[src/rtl/spi_xfer_ctrl.sv]
// SPI mode-0 master transfer controller.
// Shifts DATA_W bits MSB first on mosi and captures miso, using an external
// prescaler clock (pres_clk) whose edges are detected against a one-cycle
// delayed copy. sclk is that same clock re-registered, so mosi, which changes
// on the pres_clk fall, leads every sclk rise by half an SCLK period.
module spi_xfer_ctrl #(
  parameter int DATA_W = 8
) (
  input  logic              clk,
  input  logic              rst,
  input  logic              start,
  input  logic [DATA_W-1:0] tx_data,
  input  logic              pres_clk,
  output logic              pres_en,
  output logic              sclk,
  output logic              mosi,
  input  logic              miso,
  output logic              cs_n,
  output logic [DATA_W-1:0] rx_data,
  output logic              busy,
  output logic              done
);

  // Counter must reach DATA_W itself, hence the extra bit.
  localparam int CNT_W = $clog2(DATA_W) + 1;

  typedef enum logic [1:0] {IDLE, SHIFT, HOLD, DONE} state_t;

  state_t            state_q, state_d;
  logic [DATA_W-1:0] tx_shift_q, tx_shift_d;
  logic [DATA_W-1:0] rx_shift_q, rx_shift_d;
  logic [DATA_W-1:0] rx_data_q, rx_data_d;
  logic [CNT_W-1:0]  bit_cnt_q, bit_cnt_d;
  logic              pres_d_q, pres_d_d;
  logic              sclk_q, sclk_d;
  logic              mosi_q, mosi_d;
  logic              cs_n_q, cs_n_d;
  logic              pres_en_q, pres_en_d;
  logic              busy_q, busy_d;
  logic              done_q, done_d;
  logic              rise, fall;

  assign rise = pres_clk & ~pres_d_q;
  assign fall = ~pres_clk & pres_d_q;

  // Next-state and next-output computation for the transfer sequencer.
  always_comb begin
    state_d    = state_q;
    tx_shift_d = tx_shift_q;
    rx_shift_d = rx_shift_q;
    rx_data_d  = rx_data_q;
    bit_cnt_d  = bit_cnt_q;
    pres_d_d   = pres_clk;
    sclk_d     = 1'b0;
    mosi_d     = mosi_q;
    cs_n_d     = cs_n_q;
    pres_en_d  = pres_en_q;
    done_d     = 1'b0;
    case (state_q)
      IDLE: begin
        // Edge detector is parked so a stale high cannot fake a fall later.
        pres_d_d = 1'b0;
        if (start) begin
          tx_shift_d = tx_data;
          mosi_d     = tx_data[DATA_W-1];
          cs_n_d     = 1'b0;
          pres_en_d  = 1'b1;
          bit_cnt_d  = '0;
          state_d    = SHIFT;
        end
      end
      SHIFT: begin
        sclk_d = pres_clk;
        if (rise) begin
          rx_shift_d = {rx_shift_q[DATA_W-2:0], miso};
          bit_cnt_d  = bit_cnt_q + CNT_W'(1);
        end else if (fall) begin
          if (bit_cnt_q == CNT_W'(DATA_W)) begin
            // Last falling edge: stop the prescaler, keep mosi as-is.
            pres_en_d = 1'b0;
            sclk_d    = 1'b0;
            state_d   = HOLD;
          end else begin
            tx_shift_d = tx_shift_q << 1;
            mosi_d     = tx_shift_q[DATA_W-2];
          end
        end
      end
      HOLD: begin
        // One quiet cycle with cs_n still low before releasing the slave.
        state_d = DONE;
        done_d  = 1'b1;
      end
      DONE: begin
        cs_n_d    = 1'b1;
        rx_data_d = rx_shift_q;
        state_d   = IDLE;
      end
      default: state_d = IDLE;
    endcase
    busy_d = (state_d != IDLE);
  end

  // State and registered outputs; reset drops everything back to IDLE at once.
  always_ff @(posedge clk or negedge rst) begin
    if (!rst) begin
      state_q    <= IDLE;
      tx_shift_q <= '0;
      rx_shift_q <= '0;
      rx_data_q  <= '0;
      bit_cnt_q  <= '0;
      pres_d_q   <= 1'b0;
      sclk_q     <= 1'b0;
      mosi_q     <= 1'b0;
      cs_n_q     <= 1'b1;
      pres_en_q  <= 1'b0;
      busy_q     <= 1'b0;
      done_q     <= 1'b0;
    end else begin
      state_q    <= state_d;
      tx_shift_q <= tx_shift_d;
      rx_shift_q <= rx_shift_d;
      rx_data_q  <= rx_data_d;
      bit_cnt_q  <= bit_cnt_d;
      pres_d_q   <= pres_d_d;
      sclk_q     <= sclk_d;
      mosi_q     <= mosi_d;
      cs_n_q     <= cs_n_d;
      pres_en_q  <= pres_en_d;
      busy_q     <= busy_d;
      done_q     <= done_d;
    end
  end

  assign pres_en = pres_en_q;
  assign sclk    = sclk_q;
  assign mosi    = mosi_q;
  assign cs_n    = cs_n_q;
  assign rx_data = rx_data_q;
  assign busy    = busy_q;
  assign done    = done_q;

endmodule
[config.mk]
export PLATFORM = sky130hd
export DESIGN_NAME = spi_xfer_ctrl
export DESIGN_NICKNAME = d
export VERILOG_FILES = /design/src/rtl/spi_xfer_ctrl.sv
export SDC_FILE = /design/constraint.sdc
export NUM_CORES = 1
export LEC_CHECK = 0
export CAP_MARGIN = 20
export CORE_ASPECT_RATIO = 1.75
export CORE_MARGIN = 5
export CORE_UTILIZATION = 45
export CTS_CLUSTER_DIAMETER = 200
export CTS_CLUSTER_SIZE = 12
export DETAILED_ROUTE_END_ITERATION = 10
export DONT_BUFFER_PORTS = 1
export GPL_ROUTABILITY_DRIVEN = 0
export RECOVER_POWER = 100
export SLEW_MARGIN = 25
export SYNTH_ARGS = -nofsm -noshare
export SYNTH_HDL_FRONTEND = slang
export SYNTH_SLANG_ARGS = --single-unit
[constraint.sdc]
create_clock -name clk -period 1.57 [get_ports clk]
set_input_delay 0.314 -clock clk [delete_from_list [all_inputs] [get_ports clk]]
set_output_delay 0.314 -clock clk [all_outputs]
set_load 0.01 [all_outputs]
==> flow_metrics.py <==
metrics = {
    "clocking": {
        "cts_sinks": 36,
        "cts_buffers": 5,
        "root_buffer": "clkbuf_8",
        "cts_tree": "done",
        "clock_latency_ns": 0.29,
        "ctsLongestPathBuffers": 2,
        "htreeDepth": 2,
        "clkTransAtPathRegs_ns": 0.07,
    },
    "global_routing": {
        "grt_first_pass_wirelength_um": 5168,
        "track_usage_pct": 15.12,
        "grt_max_degree": 37,
        "grt_pass1_vias": 1106,
        "antenna_found_initial": 0,
        "overflow": 0,
    },
    "setup_path": {
        "rr_worst_depth": 4,
        "cpPeakStageDelay_ns": 0.46,
        "path_buf_inv": 1,
        "cp-end-kind": "flip-flop",
        "critPathKind": "reg2reg",
        "start_kind": "flip-flop",
        "timing.rr.end": "tx_shift_q[6]",
        "worstPathRequired_ns": 1.74,
        "path_cells": "or3b_4 > o21ai_4 > buf_12 > mux2_4",
        "r2r-start": "state_q[1]",
        "arrival_ns": 1.70,
        "cp_slowest_cell": "dfrtp_2",
        "critPathTopFamily": "flip-flops",
        "crit_fanout": 9,
        "r2r_slack_ns": 0.04,
    },
    "sta": {
        "slew_viol_final": 0,
        "rsz0062_at_grt": "false",
        "fmax_mhz": 654.1,
        "tightest_slew_ns": 0.8832,
        "hold_violations": 0,
        "clock_skew_ns": 0.005871,
        "period_share_pct": 97.38,
        "fin_crit_ns": 1.529,
        "relSlewSlack_pct": 41.12,
        "setup_viol": 0,
        "setup_tns_ns": 0,
    },
    "run_status": {
        "status": "complete, no violations",
    },
    "synth": {
        "ys_types": 29,
        "avgSynthCellArea_um2": 12.05,
        "syn_inst": 130,
        "ys_seq_area_share_pct": 57.59,
        "netlist.top_cell.by_area": "dfrtp_1",
        "ys_warn_count": 0,
        "synth_area_leaders": "dfrtp_1 (56%), nand2_1 (7.4%), mux2_4 (6.7%)",
        "syn_nets": 145,
        "ys_seq_elements": 36,
        "synth_area_um2": 1567,
        "synth.top_cell.area_share_pct": 55.91,
    },
    "floorplanning": {
        "die_area_um2": 4808,
        "rows": 28,
        "die_width_um": 54.60,
        "initial_utilization_pct": 46.58,
        "dieHeight_um": 88.05,
        "top_level_ports": 27,
        "coreArea_um2": 3363,
    },
    "power": {
        "worst_ir_drop_vdd_uv": 799.0,
        "power_density_nw_per_um2": 1627,
        "total_power_mw": 2.939,
        "p_leak_nw": 0.8984,
    },
    "drt": {
        "drt_first_pass_iters": 4,
        "vias_per_cell": 5.104,
        "vias": 985,
        "wire_per_inst_um": 15.34,
        "ant_nets": 0,
        "totalWireLength_um": 2960,
        "drtIter0Drc": 17,
        "drc_errors": 0,
    },
    "final_layout": {
        "seq_area_um2": 904.6,
        "fin_cells": 193,
        "nets": 162,
        "fillers": 330,
        "syn2layout_area_growth_pct": 15.34,
        "n_antenna_cell": 0,
        "multi_input_area_um2": 624.3,
        "drive_gt1_share_pct": 26.35,
    },
    "hold_path": {
        "hold_start": "miso",
        "min_path_cells": 2,
        "hold_path_end": "rx_shift_q[0]",
        "min_path_type": "in2reg",
    },
    "place": {
        "port_buffers": 0,
        "dp.cells": 180,
        "dp_hpwl_um": 2165,
    },
    "flow_run": {
        "cap_viol_max_count": 0,
    },
}
## cell type report
| type | instances | area share, % |
|---|---|---|
| flip-flops and latches | 36 | 50.07 |
| multi-input cells | 85 | 34.56 |
| repair buffers | 15 | 6.925 |
| clock buffers | 7 | 4.224 |
| well taps | 45 | 3.116 |
| inverters | 4 | 0.8310 |
| clock inverters | 1 | 0.2770 |
## stage by stage
step | worst slack [ns] | hold WS, ns | instance area, µm² | util, %
after CTS | 0.01762 | 0.1249 | 1813 | 53.91
final | 0.04120 | 0.1310 | 1807 | 53.72
after global placement | 0.04695 | 0.01930 | 1680 | 49.96
after floorplan | 0.007731 | 0.01841 | 1567 | -
after global routing | 0.01655 | 0.1361 | 1807 | 53.72
after detailed placement | 0.009438 | 0.01937 | 1680 | 49.96
## logic make-up after synthesis
group / after synthesis / share of synthesized area, %
flip-flops: 36 / 57.59
AO/OA/AOI/OAI: 12 / 4.952
buffers and inverters: 9 / 2.875
multiplexers: 23 / 18.13
AND/OR/NAND/NOR: 48 / 14.86
adder cells (fa/ha/maj): 2 / 1.597
## routing by layer
layer / vias up / GRT usage [%] / wire, µm
met5: - / 0 / 0
met4: 0 / 8.844 / 85
met3: 10 / 6.303 / 226
met2: 28 / 23.81 / 1564
met1: 475 / 16.39 / 1083
li1: 472 / - / -
## cell usage in the layout (no fill, tap or decap), drive strengths merged
master,instances
dfrtp,35
nand2,31
mux2,22
clkbuf,13
buf,8
o21ai,6
inv,4
a21oi,4
nor2,3
nand3,3
ha,2
nand4bb,2
and3b,1
a31o,1
nor3,1
nor2b,1
nand4,1
and2,1
nor4bb,1
or3b,1
or3,1
nor3b,1
a21o,1
mux2i,1
clkinv,1
dfstp,1
dlygate4sd3,1
## worst max-delay path by stage
stage / startpoint / endpoint / slack (ns) / depth (start not counted)
global placement: bit_cnt_q[0] / mosi / 0.05 / 5
finish: state_q[1] / tx_shift_q[6] / 0.04 / 4
CTS: state_q[0] / tx_shift_q[6] / 0.02 / 4
detailed placement: bit_cnt_q[1] / tx_shift_q[6] / 0.009 / 5
global route: state_q[1] / tx_shift_q[2] / 0.02 / 4
floorplan: bit_cnt_q[0] / mosi / 0.008 / 5
## state kept, by name, indices dropped and copies added (netlist names)
name / cells
mosi: 1
pres_en: 1
sclk: 1
bit_cnt_q: 4
rx_data: 8
tx_shift_q: 7
cs_n: 1
done: 1
pres_d_q: 1
rx_shift_q: 8
state_q: 2
busy: 1
## power by group
group | internal (mW) | switching [mW] | total [mW]
Combinational | 0.460 | 0.348 | 0.808
Clock | 0.311 | 0.306 | 0.617
Sequential | 1.24 | 0.271 | 1.51
Total | 2.01 | 0.925 | 2.94
## what timing repair did
action / CTS / global route
setup buffers: 1 / 2
gates resized for setup: 1 / 2
hold buffers: 2 / 0
endpoints found under the setup margin: 1 / 7
cloned: 0 / 0
endpoints found under the hold margin: 36 / 0
pin swaps: 1 / 0
## Yosys cell counts
library cell	n
nand4bb_1	2
a21o_1	1
dfrtp_1	35
buf_2	3
nand3_1	3
nand4_1	1
mux2_1	7
a31o_2	1
nor3_1	1
clkbuf_1	1
o21ai_0	5
o21ai_4	1
nor4bb_1	1
or3b_4	1
or3_1	1
ha_1	2
nor3b_1	1
a21oi_1	4
and2_1	1
mux2_2	8
mux2i_1	1
buf_6	1
and3b_1	1
dfstp_2	1
nor2b_1	1
nand2_1	31
mux2_4	7
nor2_1	3
inv_1	4
(Power assumes the default switching activity.)
==> RTL edit 1 (same flow settings) <==
Reset style: synchronous (`rst`), changed in one clocked block.
--- a/src/rtl/spi_xfer_ctrl.sv
+++ b/src/rtl/spi_xfer_ctrl.sv
@@ -102,7 +102,7 @@
   end
 
   // State and registered outputs; reset drops everything back to IDLE at once.
-  always_ff @(posedge clk or negedge rst) begin
+  always_ff @(posedge clk) begin
     if (!rst) begin
       state_q    <= IDLE;
       tx_shift_q <= '0;
Behaviour: differs if rst is asserted again (counterexample within 4 cycles, from zero or initial values and one cycle with rst low); with rst held inactive, the same outputs for 10 cycles.
==> RTL edit 1 against the unedited design <==
Sequential cell count unchanged; worst setup slack improved by 0.10 ns; global-route usage increased by 0.63 points; routed wire length increased by 9.5%; critical endpoint is now tx_shift_q[1]; synthesized area decreased by 1.8%; cell area decreased by 7.5%; highest routed layer unchanged; sequential share of layout area decreased by 6.8 points.
Power is not compared: it rests on default switching activity, and its combinational part moved more than twofold at a synthesized area within 25%.
==> RTL edit 1: results (changes against the unedited design) <==
R2R Setup Slk=0.14 ns (+0.10 ns); r2r endpoint=tx_shift_q[1]; ant diodes=0 (unchanged); worst hold path cell count=2 (unchanged); Post-Layout Cell Count=219 (+13%); synth warn=0 (unchanged); Num CTS Buffers=5 (unchanged); hold worst-path end=rx_shift_q[0]; initial antenna violation count=0 (unchanged); Max IR drop VDD=693.9 µV; Cells after Synth=169 (+30%); overall routing resource usage=15.75% (+0.63 points); H-tree levels=2 (unchanged); WL/cell=14.80 µm (-3.5%); global-route wire length before repair=5.520 mm (+6.8%); largest fanout on the critical path=10 (+1); hold_sp=miso; layout cells sized above 1=14.37% (-12 points); sequential element share of the synthesized area=46.83% (-11 points); reg2reg path depth=3 (-1); 1st-iter DRT viols=10 (-7); Root Driver=clkbuf_8; list of most frequent post-synthesis cells=36 x dfxtp_1, 31 x nand2_1, 23 x a21oi_1, 12 x nand3_1; Lkg Pwr=0.5937 nW; largest cells by area after synthesis=dfxtp_1 47%, nand2_1 7.6%, a21oi_1 7.5%; drt pass-1 iters=4 (unchanged); Clk pin slew, worst setup/hold paths=0.07 ns (about the same); # fillers=329 (-0.30%); worst hold-check path type=in -> reg; ys flop type=dfxtp_1; synthesized net count=184 (+27%); clk buf depth=2 (unchanged); largest net degree at the start of global routing=17 (-54%); Final Skew=0.002797 ns (-0.003074 ns); DP Cell Count=211 (+17%); DPL Wire Length=2.516 mm (+16%); relative slew slack=63.69% (+23 points); Port-buffer cells=0 (unchanged); outcome=completed; routed vias/inst=5.498 (+7.7%); nets=189 (+17%); number of global-route vias before repair=1240 (+12%); Synth cell types=30 (+3.4%); Worst EP arrival=1.58 ns (-0.12 ns); R2R Path Start=state_q[1]; Post-synth ARST share=0% (-100 points); Clock Latency Late Sink=0.28 ns
-- RTL edit 1: layout make-up --
type,count,share of cell area [%]
Sequential cell,36,43.22
Clock inverter,1,0.2996
Clock buffer,6,4.345
Multi-Input combinational cell,117,44.27
Timing Repair Buffer,10,3.596
Inverter,4,0.8989
Tap cell,45,3.371
-- RTL edit 1: how the worst max path moves through the flow --
stage	startpoint	endpoint	cells past startpoint
floorplan	bit_cnt_q[0]	mosi	5
global placement	state_q[0]	tx_shift_q[4]	3
detailed placement	state_q[0]	mosi	3
CTS	state_q[0]	mosi	3
global route	bit_cnt_q[0]	tx_shift_q[3]	5
finish	state_q[1]	tx_shift_q[1]	3
-- RTL edit 1: critical path: stages, from the launching register on --
cell,delay (ns)
dfxtp_1,0.48
nand2b_1,0.43
mux2i_1,0.29
a211oi_2,0.09
-- RTL edit 1: logic make-up after synthesis --
kind of cell | count (synthesis) | synth area share [%]
adder cells (fa/ha/maj) | 2 | 1.626
buffers and inverters | 16 | 5.447
multiplexers | 7 | 4.553
AO/OA/AOI/OAI | 46 | 20.98
AND/OR/NAND/NOR | 62 | 20.57
flip-flops | 36 | 46.83
-- RTL edit 1: routing by layer --
metal	wire length, µm	track usage, %	vias to the layer above
li1	-	-	601
met1	1184	14.79	572
met2	1798	28.46	24
met3	180	5.146	7
met4	79	8.163	0
met5	0	0	-
-- RTL edit 1: metrics by stage --
step | utilization (%) | setup slack, ns | hold slack [ns] | cell area [µm²]
after floorplan | - | 0.2688 | 0.4366 | 1539
after global placement | 47.89 | 0.1324 | 0.4432 | 1594
after detailed placement | 47.89 | 0.09273 | 0.4644 | 1594
after CTS | 50.23 | 0.07816 | 0.1643 | 1672
after global routing | 50.19 | 0.01237 | 0.1646 | 1670
final | 50.19 | 0.1429 | 0.1672 | 1670
-- RTL edit 1: repair_timing --
item | 4_1_cts | 5_1_grt
gates resized for setup | 0 | 2
setup endpoints to repair | 0 | 8
setup buffers | 0 | 1
hold buffers | 0 | 0
-- RTL edit 1: report_power, final --
part           total [mW]  switching, mW  internal [mW]
logic               0.155         0.0896         0.0659
clock network       0.600          0.299          0.301
registers           0.974         0.0288          0.945
total                1.73          0.417           1.31
==> RTL edit 2 (same flow settings) <==
Without the edit above. Set the parameter `DATA_W` to 16 (it was 8).
--- a/src/rtl/spi_xfer_ctrl.sv
+++ b/src/rtl/spi_xfer_ctrl.sv
@@ -4,7 +4,7 @@
 // delayed copy. sclk is that same clock re-registered, so mosi, which changes
 // on the pres_clk fall, leads every sclk rise by half an SCLK period.
 module spi_xfer_ctrl #(
-  parameter int DATA_W = 8
+  parameter int DATA_W = 16
 ) (
   input  logic              clk,
   input  logic              rst,
Ports: changed (resized rx_data and tx_data); port bits go from 27 to 43. No check against the original RTL was run, so the function may have changed too.
==> RTL edit 2 against the unedited design <==
Routed wire length is 68% higher; synthesized area grew 69%; non-clock buffer count increased by 6; the run now ends with negative hold slack, negative setup slack left; sequential cell count increased by 25; synthesized cell count up 35%; power grew 71%; cell area grew 77%; worst setup slack got worse by 0.057 ns.
==> RTL edit 2: results (changes against the unedited design) <==
routed vias/inst=5.163 (+1.2%); largest fanout on the critical path=15 (+6); nets=222 (+37%); internal cell power=3.717 mW (+85%); multiplexer share of the synthesized area=28.91% (+11 points); slowest stage delay, CP=0.36 ns (-0.10 ns); Clock Latency Late Sink=0.33 ns (+0.04 ns); Setup violations, final=11 (+11); Lkg Pwr=1.572 nW (+75%); Fin Hold WS=-0.3320 ns (-0.4629 ns); Fin. Hold Viols=61 (+61); Worst EP arrival=1.79 ns (+0.09 ns); Slew @ Worst Pin=0.2291 ns (-0.6541 ns); global-route wire length before repair=7.762 mm (+50%); Clock Power Share=29.6% (+8.6 points); DP Cell Count=259 (+44%); failing checks=negative hold slack, negative setup slack; layout cells sized above 1=51.96% (+26 points); Max IR drop VDD=806.4 µV (+0.93%); routed wire length=4.983 mm (+68%); Setup WS post-layout=-0.01594 ns (-0.05713 ns); dpl ws=-0.03985 ns (-0.04929 ns); outcome=finished, violations left; sequential element share of the synthesized area=57.68% (+0.088 points); M3 GR Usage=4.642% (-1.7 points); Final Skew=0.01173 ns (+0.005855 ns); H-tree levels=3 (+1)
==> RTL edit 2: cell count changes in the layout (fill, tap and decap cells not counted), moves of 5 or more <==
cell,unedited run,this run
nand2_1,31,10
mux2_2,8,30
mux2_4,7,32
dfrtp_1,33,59
clkbuf_8,5,10
mux2_1,7,0
buf_4,6,12
==> RTL edit 2: layout make-up <==
type	count	area [µm²]
Clock buffer	9	123.9
Clock inverter	7	90.09
Fill cell	496	2590
Inverter	3	11.26
Multi-Input combinational cell	103	1126
Sequential cell	61	1529
Tap cell	78	97.59
Timing Repair Buffer	21	219.0
==> RTL edit 2: cell families (layout without fill, tap and decap cells) <==
kind of cell	after synthesis	count (layout)
compound gates	11	11
fa+ha+maj	2	2
simple gates	25	25
buf+inv	12	40
mux	65	65
flops	61	61
==> RTL edit 2: worst max path at each step <==
| stage | endpoint | slack [ns] | depth (start not counted) |
|---|---|---|---|
| floorplan | mosi | -0.10 | 6 |
| global placement | tx_shift_q[1] | 0.001 | 6 |
| detailed placement | tx_shift_q[1] | -0.04 | 6 |
| CTS | tx_shift_q[1] | -0.02 | 5 |
| global route | tx_shift_q[9] | -0.06 | 6 |
| finish | tx_shift_q[9] | -0.02 | 6 |
==> RTL edit 2: timing repair <==
action,in CTS,in global routing
gates resized for setup,11,18
setup buffers,2,2
pin swaps,0,3
setup endpoints to repair,16,31
cloned,0,3
hold endpoints to repair,61,61
==> RTL edit 2: critical path, delay by kind of cell (launching register included) <==
| kind | cells | cell delay [ns] |
|---|---|---|
| AO/OA/AOI/OAI | 1 | 0.14 |
| adder cells (fa/ha/maj) | 1 | 0.16 |
| buffers and inverters | 2 | 0.22 |
| flip-flops | 1 | 0.36 |
| multiplexers | 1 | 0.32 |
| AND/OR/NAND/NOR | 1 | 0.24 |
